==> src/rtl/sram_512x28_adapter_if.sv <==
// Request/grant/response memory port between a requester and the 512x28 SRAM adapter.
interface sram_512x28_adapter_if;
   logic        req;
   logic        we;
   logic [8:0]  addr;
   logic [27:0] wdata;
   logic [27:0] wmask;
   logic        gnt;
   logic        rvalid;
   logic [27:0] rdata;
   logic        init_done;

   modport master (output req, we, addr, wdata, wmask,
                   input  gnt, rvalid, rdata, init_done);
   modport slave  (input  req, we, addr, wdata, wmask,
                   output gnt, rvalid, rdata, init_done);
endinterface

==> src/rtl/sram_512x28_adapter.sv <==
// Adapter from a req/gnt/rvalid port to the 512x28 bit-enable SRAM macro strobes.
// Optional post-reset clearing sweep is enabled by defining SRAM_ADAPTER_INIT_EN.
module sram_512x28_adapter #(
   parameter logic [2:0]  MC_VAL     = 3'b000,
   parameter logic        MCEN_VAL   = 1'b0,
   parameter logic [1:0]  WA_VAL     = 2'b00,
   parameter logic [1:0]  WPULSE_VAL = 2'b00,
   parameter logic [27:0] INIT_VAL   = 28'h0
) (
   input  logic                  clk_i,
   input  logic                  rst_ni,
   sram_512x28_adapter_if.slave  bus,
   output logic                  sram_ren_o,
   output logic                  sram_wen_o,
   output logic [8:0]            sram_adr_o,
   output logic [27:0]           sram_din_o,
   output logic [27:0]           sram_wbeb_o,
   output logic [2:0]            sram_mc_o,
   output logic                  sram_mcen_o,
   output logic [1:0]            sram_wa_o,
   output logic [1:0]            sram_wpulse_o,
   output logic                  sram_wpulseen_o,
   output logic                  sram_clkbyp_o,
   output logic                  sram_fwen_o,
   input  logic [27:0]           sram_q_i
);

   localparam logic [0:0] ST_INIT  = 1'b0;
   localparam logic [0:0] ST_READY = 1'b1;

   logic [0:0] state_q, state_d;
   logic       rvalid_q, rvalid_d;
   logic       rd_q, rd_d;

`ifdef SRAM_ADAPTER_INIT_EN
   logic [8:0] cnt_q, cnt_d;
   logic       run_q, run_d;
`else
   logic       unused_init_val;
   assign unused_init_val = ^INIT_VAL;
`endif

   always_comb begin
      state_d     = state_q;
      bus.gnt     = 1'b0;
      sram_ren_o  = 1'b0;
      sram_wen_o  = 1'b0;
      sram_adr_o  = '0;
      sram_din_o  = '0;
      sram_wbeb_o = '1;
`ifdef SRAM_ADAPTER_INIT_EN
      cnt_d       = cnt_q;
      run_d       = 1'b1;
`endif
      case (state_q)
         ST_INIT: begin
`ifdef SRAM_ADAPTER_INIT_EN
            // run_q holds the sweep off for one cycle so the pins stay quiet
            // while reset is asserted and the first write lands on edge 2.
            if (run_q) begin
               sram_wen_o  = 1'b1;
               sram_adr_o  = cnt_q;
               sram_din_o  = INIT_VAL;
               sram_wbeb_o = '0;
               cnt_d       = cnt_q + 9'd1;
               if (cnt_q == 9'h1FF) state_d = ST_READY;
            end
`else
            state_d = ST_READY;
`endif
         end
         default: begin
            bus.gnt = bus.req;
            if (bus.req) begin
               sram_ren_o  = ~bus.we;
               sram_wen_o  = bus.we;
               sram_adr_o  = bus.addr;
               sram_din_o  = bus.wdata;
               sram_wbeb_o = bus.we ? ~bus.wmask : '1;
            end
         end
      endcase
      rvalid_d = bus.gnt;
      rd_d     = bus.gnt & ~bus.we;
   end

   always_ff @(posedge clk_i or negedge rst_ni) begin
      if (!rst_ni) begin
         state_q  <= ST_INIT;
         rvalid_q <= 1'b0;
         rd_q     <= 1'b0;
`ifdef SRAM_ADAPTER_INIT_EN
         cnt_q    <= '0;
         run_q    <= 1'b0;
`endif
      end else begin
         state_q  <= state_d;
         rvalid_q <= rvalid_d;
         rd_q     <= rd_d;
`ifdef SRAM_ADAPTER_INIT_EN
         cnt_q    <= cnt_d;
         run_q    <= run_d;
`endif
      end
   end

   assign bus.rvalid    = rvalid_q;
   assign bus.rdata     = (rvalid_q && rd_q) ? sram_q_i : '0;
   assign bus.init_done = (state_q == ST_READY);

   assign sram_mc_o       = MC_VAL;
   assign sram_mcen_o     = MCEN_VAL;
   assign sram_wa_o       = WA_VAL;
   assign sram_wpulse_o   = WPULSE_VAL;
   assign sram_wpulseen_o = |WPULSE_VAL;
   assign sram_clkbyp_o   = 1'b0;
   assign sram_fwen_o     = 1'b0;

endmodule

==> src/flat_wrapper.sv <==
// flat-port wrapper written by rule: the top's interface ports become plain ports
module sram_512x28_adapter_flat 
#(
   parameter logic [2:0]  MC_VAL     = 3'b000,
   parameter logic        MCEN_VAL   = 1'b0,
   parameter logic [1:0]  WA_VAL     = 2'b00,
   parameter logic [1:0]  WPULSE_VAL = 2'b00,
   parameter logic [27:0] INIT_VAL   = 28'h0
)
  (clk_i, rst_ni, sram_ren_o, sram_wen_o, sram_adr_o, sram_din_o, sram_wbeb_o, sram_mc_o, sram_mcen_o, sram_wa_o, sram_wpulse_o, sram_wpulseen_o, sram_clkbyp_o, sram_fwen_o, sram_q_i, bus_req, bus_we, bus_addr, bus_wdata, bus_wmask, bus_gnt, bus_rvalid, bus_rdata, bus_init_done);
  sram_512x28_adapter_if bus_i ();
  input  logic clk_i;
  input  logic rst_ni;
  output logic sram_ren_o;
  output logic sram_wen_o;
  output logic [8:0] sram_adr_o;
  output logic [27:0] sram_din_o;
  output logic [27:0] sram_wbeb_o;
  output logic [2:0] sram_mc_o;
  output logic sram_mcen_o;
  output logic [1:0] sram_wa_o;
  output logic [1:0] sram_wpulse_o;
  output logic sram_wpulseen_o;
  output logic sram_clkbyp_o;
  output logic sram_fwen_o;
  input  logic [27:0] sram_q_i;
  input wire logic [$bits(bus_i.req)-1:0] bus_req;
  input wire logic [$bits(bus_i.we)-1:0] bus_we;
  input wire logic [$bits(bus_i.addr)-1:0] bus_addr;
  input wire logic [$bits(bus_i.wdata)-1:0] bus_wdata;
  input wire logic [$bits(bus_i.wmask)-1:0] bus_wmask;
  output wire logic [$bits(bus_i.gnt)-1:0] bus_gnt;
  output wire logic [$bits(bus_i.rvalid)-1:0] bus_rvalid;
  output wire logic [$bits(bus_i.rdata)-1:0] bus_rdata;
  output wire logic [$bits(bus_i.init_done)-1:0] bus_init_done;
  assign bus_i.req = bus_req;
  assign bus_i.we = bus_we;
  assign bus_i.addr = bus_addr;
  assign bus_i.wdata = bus_wdata;
  assign bus_i.wmask = bus_wmask;
  assign bus_gnt = bus_i.gnt;
  assign bus_rvalid = bus_i.rvalid;
  assign bus_rdata = bus_i.rdata;
  assign bus_init_done = bus_i.init_done;
  sram_512x28_adapter #(.MC_VAL(MC_VAL), .MCEN_VAL(MCEN_VAL), .WA_VAL(WA_VAL), .WPULSE_VAL(WPULSE_VAL), .INIT_VAL(INIT_VAL)) u_core (.clk_i(clk_i), .rst_ni(rst_ni), .bus(bus_i), .sram_ren_o(sram_ren_o), .sram_wen_o(sram_wen_o), .sram_adr_o(sram_adr_o), .sram_din_o(sram_din_o), .sram_wbeb_o(sram_wbeb_o), .sram_mc_o(sram_mc_o), .sram_mcen_o(sram_mcen_o), .sram_wa_o(sram_wa_o), .sram_wpulse_o(sram_wpulse_o), .sram_wpulseen_o(sram_wpulseen_o), .sram_clkbyp_o(sram_clkbyp_o), .sram_fwen_o(sram_fwen_o), .sram_q_i(sram_q_i));
endmodule
==> config.mk <==
export PLATFORM = sky130hd
export DESIGN_NAME = sram_512x28_adapter_flat
export DESIGN_NICKNAME = d
export VERILOG_FILES = /design/src/rtl/sram_512x28_adapter_if.sv /design/src/rtl/sram_512x28_adapter.sv /design/src/flat_wrapper.sv
export SDC_FILE = /design/constraint.sdc
export NUM_CORES = 1
export LEC_CHECK = 0
export ABC_AREA = 1
export BUFFER_PORTS_ARGS = -buffer_cell sky130_fd_sc_hd__buf_2
export CELL_PAD_IN_SITES_DETAIL_PLACEMENT = 0
export CELL_PAD_IN_SITES_GLOBAL_PLACEMENT = 2
export CORE_UTILIZATION = 10
export DETAILED_ROUTE_END_ITERATION = 8
export GPL_ROUTABILITY_DRIVEN = 0
export PLACE_DENSITY_LB_ADDON = 0.05
export SLEW_MARGIN = 20
export SYNTH_ARGS = -nofsm -noshare
export SYNTH_HDL_FRONTEND = slang
export SYNTH_SLANG_ARGS = --single-unit
==> constraint.sdc <==
create_clock -name clk_i -period 1.13 [get_ports clk_i]
set_input_delay 0.113 -clock clk_i [delete_from_list [all_inputs] [get_ports clk_i]]
set_output_delay 0.113 -clock clk_i [all_outputs]
set_load 0.02 [all_outputs]
## Word level (Yosys, flattened, before mapping)

Cells that the tools add are included.

| storage, ports and cells | value |
|---|---|
| register bits | 3 |
| input bits | 97 |
| output and inout port bits | 109 |
| word-level logic and storage cells | 20 |

| operators by class | value |
|---|---|
| multiplexer cells | 13 |
| bitwise operators | 3 |
| reductions and logical operators | 1 |

Operator list:

| cell | number |
|---|---|
| $mux 28 | 6 |
| $not 28->28 | 1 |
| $mux 9 | 2 |
| $mux 1 | 5 |
| $and 1x1->1 | 1 |
| $logic_and 1x1->1 | 1 |
| $not 1->1 | 1 |

## Longest topological paths before layout

Gate-level depths: netlist of the first run.

| depth | value |
|---|---|
| depth after elaboration | 4 |
| depth in mapped cells | 3 |
| depth with buffers taken out | 2 |

## Worst setup path after synthesis of the first run

No wires, ideal clock.

| timing | value |
|---|---|
| path type | register to output |
| start | register u_core.rvalid_q (netlist: u_core.bus.rvalid) |
| end | output port bus_rdata[10] |
| data arrival time | 1.062 ns |
| required time | 1.017 ns |
| path slack | -0.045 ns |
| cell stages (with the launch flop) | 4 |
| path buffers | 1 |
| cell sequence | dfrtp_1 nand2_2 buf_2 nor2_1 |

| on the way | value |
|---|---|
| word-level cells in the longest chain between the ends | 2 |

RTL lines:

| item | RTL line | RTL |
|---|---|---|
| start, declared | sram_512x28_adapter.sv:32 | `logic rvalid_q, rvalid_d;` |
| start signal, assigned | sram_512x28_adapter.sv:98 | `rvalid_q <= rvalid_d;` |
| $logic_and 1x1->1 | sram_512x28_adapter.sv:108 | `assign bus.rdata = (rvalid_q && rd_q) ? sram_q_i : '0;` |
| $mux 28 | sram_512x28_adapter.sv:108 |  |
| end, declared | flat_wrapper.sv:34 | `output wire logic [$bits(bus_i.rdata)-1:0] bus_rdata;` |

No other way between the ends.

## Worst setup path after layout of the first run

| timing | value |
|---|---|
| start | register u_core.state_q (netlist: u_core.bus.init_done) |
| end | output port bus_gnt |

| on the way | value |
|---|---|
| word-level cells in the longest chain between the ends | 1 |

RTL lines:

| item | RTL line | RTL |
|---|---|---|
| start, declared | sram_512x28_adapter.sv:31 | `logic [0:0] state_q, state_d;` |
| start signal, assigned | sram_512x28_adapter.sv:97 | `state_q <= state_d;` |
| $mux 1 | sram_512x28_adapter.sv:55 | `case (state_q)` |
| end, declared | flat_wrapper.sv:32 | `output wire logic [$bits(bus_i.gnt)-1:0] bus_gnt;` |

No other way between the ends.

==> metrics, run 1 <==
worst vdd ir=0.743 mV; Simple-Gate Fraction of Synth Area=a little under half; Worst Clk Skew=approximately 4.9 ps; family with the most delay on the worst path=flip-flops; Tcrit/Tclk final=109%; die height=around 99 microns; routing usage on met3=under 10%; Post-Synth Adder-Cell Area=0%; crit path max-delay cell type=dfrtp_2; CTS Sinks=3; worst reg2reg path startpoint=u_core.bus.init_done; total track usage=8.30%; pwr/cell area=approximately 480 mW/mm^2; final count of negative-setup-slack endpoints=slightly below 100; area of the core=0.00920 sq mm; top-count cell post-synth=nor2_1; fin worst setup slack=-104 ps; Ant. Diodes=0; FP Rows=35; CTS max path bufs=2; asr flop ratio synth=between 90% and 100%; Initial Util=10.3%; Root Buffer=clkbuf_8; wire per inst=between 9 and 10 microns; first-pass GRT wire length=about 6.7 mm; Crit Path Max Fanout=22; setup_tns=-7510 ps; Worst Reg-to-Reg Cells=3; synthesized flop and latch total=3; max-slew violation count=0; synthesized cell area=approximately 950 sq um; largest net degree at the start of global routing=30; Post-Route WL=around 4.7 mm; Layout Nets=between 400 and 500; Synth top area share=26.9%; initial antenna violation count=0; worst setup path class=reg2out; Max Clk Rate=roughly 810 MHz; crit end category=output pin; Compound-Gate Fraction of Synth Area=0%; reg2reg end=u_core.bus.rvalid; Util after Layout=between 20% and 30%; CP required=roughly 1000 ps; worst-path cell chain=nand2_4, buf_12, inv_1, buf_2; number of flops mapped to enable cells by yosys=0; count of cell types in the netlist=9; H-tree levels=1; hpwl dp=~3.8 mm; RSZ-0062 raised after global routing=true; Congestion Overflow GR=0; initial drt markers=20; leak pwr=between 1.5 and 2 nW; Max-Cap Viols=0; dominant synthesized flop cell=dfrtp_1; top post-synthesis cells by area=nor2_1 27%, inv_1 27%, nand4_1 18%; most crowded layer after global routing=met2; Startpoint Class=flop; Area growth, synth to finish=141%; layout cell share with drive strength beyond 1=slightly below 60%; Antenna Violating Nets Remaining=0; Worst Path Buf+Inv=3; Inserted Clock Buffers=3; Reg2Reg Setup Slack=~260 ps; largest family of logic cells by synthesized area=simple AND/OR/NAND/NOR gates; Seq/Total Area, Yosys=7.93%; DRC Markers=0; DIE WIDTH=99.3 microns; XOR/XNOR Fraction of Synth Area=0%; Overall Power=0.00109 W; Clock Latency Late Sink=220 ps; vias in the first global route=about 1400; hold slack final=about 230 ps; met2 GRT Util=about 16%; Post-Place Cells=between 400 and 500; die area=around 0.0099 sq mm; Finished Layout Cells=~500; Worst EP arrival=about 1100 ps; Cells after Synth=196; via count=1775; fin crit period=1230 ps; syn avg cell area=around 4.8 sq um; failing checks=setup timing; CP peak stage delay=420 ps; DR pass1 iterations=4; warnings from Yosys=0; mux cell area share after synthesis=0%; fill cell count=around 1100; leading area contributor after synthesis=nor2_1; Port Buffer Count=approximately 190; final hold violation count=0; list of most frequent post-synthesis cells=68 x nor2_1, 67 x inv_1, 28 x nand4_1; Worst-path clk slew=around 30 ps; Via density=roughly 3.6; worst min path class=in2async; Ports=206; status=complete, but fails checks; Global Route met1 Usage=8.70%; TritonCTS clock tree=done
-- cell usage in the layout, fill, tap and decap left out --
cell type and instances:
inv_1 67, buf_8 1, clkbuf_1 1, conb_1 12, nor2_2 15, dlygate4sd3_1 1
dfrtp_1 2, nand2_4 1, buf_2 157, nand4_1 28, buf_4 27, buf_6 15
nor2_1 53, nand2_2 1, dfrtp_2 1, buf_12 3, clkbuf_8 3
-- cells by family (layout without fill, tap and decap cells) --
group | after synthesis | after routing
flip-flops | 3 | 3
AND/OR/NAND/NOR | 98 | 98
buffers and inverters | 93 | 275
other | 2 | 12
-- per-stage QoR --
| step | setup slack, ps | cell area [sq um] |
|---|---|---|
| detailed placement | 32.9 | 2030 |
| global placement | 21.8 | 2030 |
| floorplan | -45.0 | 1020 |
| global route | -167 | 2280 |
| CTS | -118 | 2190 |
| finish | -104 | 2280 |
-- sequential cells by signal, indices dropped and copies added, names as in the netlist --
name / flops
u_core.bus.rvalid: 1
u_core.rd_q: 1
u_core.bus.init_done: 1
-- repair_timing --
| action | in CTS | in global routing |
|---|---|---|
| endpoints found under the setup margin | 97 | 97 |
| setup buffers | 1 | 0 |
| hold buffers | 1 | 0 |
| resized for setup | 30 | 35 |
| endpoints found under the hold margin | 3 | 0 |
-- how the worst max path moves through the flow --
stage	slack [ps]	to	start	cells past startpoint
after detailed placement	30	bus_gnt	u_core.bus.init_done	4
after global placement	20	bus_gnt	u_core.bus.init_done	4
after global routing	-170	bus_gnt	u_core.bus.init_done	4
after floorplan	-40	bus_rdata[10]	u_core.bus.rvalid	3
after CTS	-120	bus_gnt	u_core.bus.init_done	4
final	-100	bus_gnt	u_core.bus.init_done	4
-- final cells by class --
class | count | area [sq um] | area share (%)
sequential | 3 | 76.3 | 3.34
multi-input combinational | 110 | 531 | 23.2
timing repair buffer | 204 | 1240 | 54.4
clock buffer | 4 | 45.0 | 1.97
inverter | 67 | 251 | 11.0
tap | 111 | 139 | 6.08
-- report_power, final --
group / leakage [nW] / total (W) / switching [W] / internal [W]
logic: 1.46 / 0.000661 / 0.000374 / 0.000287
registers: 0.0370 / 0.000118 / 0.00000489 / 0.000114
clock network: 0.0228 / 0.000312 / 0.0000716 / 0.000241
-- layer usage --
layer  routed length, microns  part of all wire [%]
met1                     1690                    36
met2                     2380                    51
met3                      585                    13
met4                        0                     0
met5                        0                     0
Note: power is estimated with default switching activity, not from simulation.
==> inputs of run 2 (changes only) <==
Clock period 1.13 ns to 1.3 ns, I/O delays scaled along.
==> run 2 against run 1 <==
Net effect: the flow now finishes without violations; clock skew shrank 3.1 ps; non-clock buffer count is 2 lower; first-iteration DRC count grew 110%; worst hold slack better by 14 ps; highest routed layer is now met4; critical path depth is the same; combinational power down 15%; register-to-register slack gained 160 ps; sequential power fell by 14%; largest power group unchanged.
==> metrics, run 2 (same netlist as run 1, synthesis figures left out) <==
layout cell share with drive strength beyond 1=54.1% (was 57.7%); pwr/cell area=425 mW/mm^2 (was 478 mW/mm^2); family with the most delay on the worst path=buffers and inverters (was flip-flops); Port Buffer Count=194 (unchanged); initial drt markers=42 (was 20); TritonCTS clock tree=done (unchanged); CP required=1170 ps (was 1020 ps); Congestion Overflow GR=0 (unchanged); Reg area=75.1 sq um (was 76.3 sq um); Via density=3.60 (was 3.56); DRC Markers=0 (unchanged); H-tree levels=1 (unchanged); Worst-path clk slew=30 ps (about the same); Worst EP arrival=1130 ps (was 1120 ps); Ports=206 (unchanged); Antenna Violating Nets Remaining=0 (unchanged); Worst Path Buf+Inv=3 (unchanged); Inserted Clock Buffers=3 (unchanged); largest net degree at the start of global routing=42 (was 30); Startpoint Class=flop (unchanged); CTS Sinks=3 (unchanged); Layout Nets=484 (was 486); Util after Layout=23.9% (was 24.8%); via count=1791 (was 1775); final count of negative-setup-slack endpoints=0 (was 97); initial antenna violation count=0 (unchanged); worst setup path class=reg2out (unchanged); wire per inst=10.0 microns (was 9.33 microns); Clock Latency Late Sink=210 ps (was 220 ps); crit end category=output pin (unchanged); FP Rows=35 (unchanged); CP peak stage delay=380 ps (was 420 ps); multi-input logic area=500 sq um (was 531 sq um); DIE WIDTH=99.3 microns (unchanged); max-slew violation count=0 (unchanged); hpwl dp=3.84 mm (was 3.85 mm); most frequent cells in the layout=161 x buf_2, 67 x inv_1, 65 x nor2_1 (was 157 x buf_2, 67 x inv_1, 53 x nor2_1); worst vdd ir=0.170 mV (was 0.743 mV); worst-path cell chain=nand2_2, buf_12, inv_1, buf_2 (was nand2_4, buf_12, inv_1, buf_2); RSZ-0062 raised after global routing=true (unchanged); Overall Power=0.000935 W (was 0.00109 W); CTS max path bufs=2 (unchanged); Ant. Diodes=0 (unchanged); vias in the first global route=1339 (was 1425); Tcrit/Tclk final=a little over nine tenths; Worst Clk Skew=1.72 ps (was 4.86 ps); die height=99.3 microns (unchanged); Area growth, synth to finish=132% (was 141%); area of the core=0.00920 sq mm (unchanged); DR pass1 iterations=4 (unchanged); Crit Path Max Fanout=21 (was 22); worst min path class=in2async (unchanged); status=complete, no violations (was complete, but fails checks); Max Clk Rate=just under 800 MHz; fill cell count=1077 (was 1084); Initial Util=10.3% (unchanged); Root Buffer=clkbuf_8 (unchanged); fin crit period=between 1000 and 1500 ps; leak pwr=1.53 nW (was 1.52 nW); Post-Route WL=4.99 mm (was 4.66 mm); Max-Cap Viols=0 (unchanged); final hold violation count=0 (unchanged); total track usage=8.36% (was 8.30%); crit path max-delay cell type=dfrtp_1 (was dfrtp_2); first-pass GRT wire length=6.64 mm (was 6.71 mm); die area=0.00986 sq mm (unchanged); most common cell after layout, fill and taps aside=buf_2 (unchanged)
[run 2: cell types whose count changed in the layout (fill, tap and decap cells not counted), sizes merged]
cell,delta
buf,-3
clkbuf,+1
[run 2: routing by layer]
layer  vias up  share of wire [%]  GRT usage, %
met5         -                  0             0
met4         0                1.4          2.15
met3         6                8.4          2.04
met2       108                 53          17.0
met1       759                 37          8.35
li1        918                  -             -
[run 2: repair_timing]
item / 4_1_cts / 5_1_grt
cloned: 0 / 1
resized for setup: 0 / 39
hold buffers: 1 / 0
hold endpoints to repair: 3 / 0
setup buffers: 0 / 1
pin swaps: 0 / 1
setup endpoints to repair: 1 / 85
[run 2: path summary, 6_finish.rpt]
path                       cells past startpoint            startpoint                   end  slack [ps]
hold / removal                                 2                rst_ni           u_core.rd_q         240
max in group asynchronous                      2                rst_ni  u_core.bus.init_done         940
hold reg to reg                                3  u_core.bus.init_done     u_core.bus.rvalid         750
min in group clk_i                             3                bus_we           u_core.rd_q         300
setup reg to reg                               3  u_core.bus.init_done     u_core.bus.rvalid         420
setup / recovery                               4  u_core.bus.init_done               bus_gnt          40
[run 2: layout make-up]
class | instances | area share [%]
flip-flops and latches | 3 | 3.41
inverters | 67 | 11.4
clock buffers | 4 | 2.05
repair buffers | 202 | 54.0
multi-input cells | 110 | 22.8
well taps | 111 | 6.32
[run 2: where the power goes]
group	total, W	internal [W]	switching (W)
logic	0.000563	0.000242	0.000321
registers	0.000102	0.0000985	0.00000378
clock network	0.000270	0.000209	0.0000606
[run 2: metrics by stage]
step / cells / hold slack (ps) / setup WS (ps) / setup TNS [ps] / cell area (sq um)
2_1_floorplan: 206 / -166 / 108 / 0 / 985
3_3_place_gp: 490 / -69.8 / 217 / 0 / 2000
3_5_place_dp: 490 / -63.6 / 221 / 0 / 2000
4_1_cts: 495 / 242 / -6.33 / -6.33 / 2050
5_1_grt: 497 / 250 / -37.5 / -432 / 2200
6_report: 497 / 244 / 40.3 / 0 / 2200
==> inputs of run 3 (changes only) <==
Settings changed: BUFFER_PORTS_ARGS -buffer_cell sky130_fd_sc_hd__buf_2 to -buffer_cell sky130_fd_sc_hd__buf_4.
==> run 3 against run 2 <==
Net effect: worst hold slack got worse by 10 ps; non-clock buffer count fell by 1; global-route usage rose by 0.73 points; critical endpoint is now sram_ren_o; largest power group unchanged.
==> metrics, run 3 (same netlist as run 1, synthesis figures left out) <==
initial drt markers=47 (was 42); largest net degree at the start of global routing=32 (was 42); worst setup path class=reg2out (unchanged); Setup WS pre-CTS=223 ps (was 221 ps); fin worst setup slack=41.3 ps (was 40.3 ps); Initial Util=10.3% (unchanged); die height=99.3 microns (unchanged); Root Buffer=clkbuf_8 (unchanged); die area=0.00986 sq mm (unchanged); DRC Markers=0 (unchanged); final count of negative-setup-slack endpoints=0 (unchanged); H-tree levels=1 (unchanged); most frequent cells in the layout=195 x buf_4, 66 x inv_1, 64 x nor2_1 (was 161 x buf_2, 67 x inv_1, 65 x nor2_1); Congestion Overflow GR=0 (unchanged); area of the core=0.00920 sq mm (unchanged); Max-Cap Viols=0 (unchanged); pwr/cell area=404 mW/mm^2 (was 425 mW/mm^2); fill cell count=1019 (was 1077); crit end category=output pin (unchanged); max-slew violation count=0 (unchanged); DIE WIDTH=99.3 microns (unchanged); total track usage=9.09% (was 8.36%); TritonCTS clock tree=done (unchanged); worst-path cell chain=nand2_4, buf_12, nor2_1, buf_4 (was nand2_2, buf_12, inv_1, buf_2); final hold violation count=0 (unchanged); CTS max path bufs=2 (unchanged); via count=1759 (was 1791); fin crit period=1260 ps (about the same); Via density=3.55 (was 3.60); Worst Clk Skew=1.25 ps (was 1.72 ps); Worst Path Buf+Inv=2 (was 3); RSZ-0062 raised after global routing=true (unchanged); Clock Latency Late Sink=220 ps (was 210 ps); Ant. Diodes=0 (unchanged); DR pass1 iterations=4 (unchanged); Crit Path Max Fanout=16 (was 21); hpwl dp=4.04 mm (was 3.84 mm); first-pass GRT wire length=7.11 mm (was 6.64 mm); Worst EP arrival=1130 ps (about the same); Ports=206 (unchanged); Port Buffer Count=194 (unchanged); initial antenna violation count=0 (unchanged); CP peak stage delay=430 ps (was 380 ps); status=complete, no violations (unchanged); CP required=1170 ps (about the same); wire per inst=10.5 microns (was 10.0 microns); Inserted Clock Buffers=3 (unchanged); Tcrit/Tclk final=96.8% (was 96.9%); Max Clk Rate=794 MHz (about the same); Area growth, synth to finish=173% (was 132%); Startpoint Class=flop (unchanged); CTS Sinks=3 (unchanged); leak pwr=1.64 nW (was 1.53 nW); family with the most delay on the worst path=flip-flops (was buffers and inverters); worst vdd ir=0.242 mV (was 0.170 mV); FP Rows=35 (unchanged); Overall Power=0.00104 W (was 0.000935 W); Util after Layout=28.1% (was 23.9%); layout cell share with drive strength beyond 1=54.8% (was 54.1%); Layout Nets=483 (was 484); Post-CTS Setup Bufs=0 (unchanged); Worst-path clk slew=30 ps (about the same); crit path max-delay cell type=dfrtp_2 (was dfrtp_1); most common cell after layout, fill and taps aside=buf_4 (was buf_2); Post-Route WL=5.20 mm (was 4.99 mm); Antenna Violating Nets Remaining=0 (unchanged); worst min path class=in2async (unchanged); vias in the first global route=1439 (was 1339)
[run 3: cell count changes in the layout (fill, tap and decap cells not counted), sizes merged]
cell / previous run / this run
buf: 200 / 199
[run 3: what timing repair did]
item,CTS,global route
gates cloned,0,1
setup endpoints to repair,24,69
pin swaps,0,1
hold endpoints to repair,3,0
resized for setup,0,12
hold buffers,1,0
[run 3: power breakdown]
| group | switching, W | leakage, nW | internal [W] |
|---|---|---|---|
| Sequential | 0.00000406 | 0.0370 | 0.0000988 |
| Combinational | 0.000323 | 1.58 | 0.000344 |
| Clock | 0.0000648 | 0.0228 | 0.000209 |
[run 3: area by class of cell]
cell class	count	area, sq um	area share, %
tap	111	139	5.37
inverter	67	251	9.73
multi-input combinational	110	503	19.5
clock buffer	4	45.0	1.74
sequential	3	76.3	2.95
timing repair buffer	201	1570	60.7
[run 3: per-layer routing]
layer	wire (microns)	track usage, %
met1	1830	9.33
met2	2840	17.9
met3	458	2.32
met4	73	2.60
met5	0	0
[run 3: path summary, 6_finish.rpt]
path                                 startpoint                   end  slack, ps  cells after the start
min                                      rst_ni  u_core.bus.init_done        230                      2
min reg2reg                u_core.bus.init_done     u_core.bus.rvalid        730                      3
max in group asynchronous                rst_ni  u_core.bus.init_done        960                      2
max reg2reg                u_core.bus.init_done           u_core.rd_q        420                      3
min in group clk_i                       bus_we           u_core.rd_q        310                      2
max                        u_core.bus.init_done            sram_ren_o         40                      4
[run 3: per-stage QoR]
stage	std cells	instance area, sq um	TNS, ps	hold WS (ps)
final	496	2580	0	233
after global routing	496	2580	-101	258
after CTS	495	2520	-164	230
after detailed placement	490	2470	0	-75.5
after global placement	490	2470	0	-78.1
after floorplan	206	985	0	-166
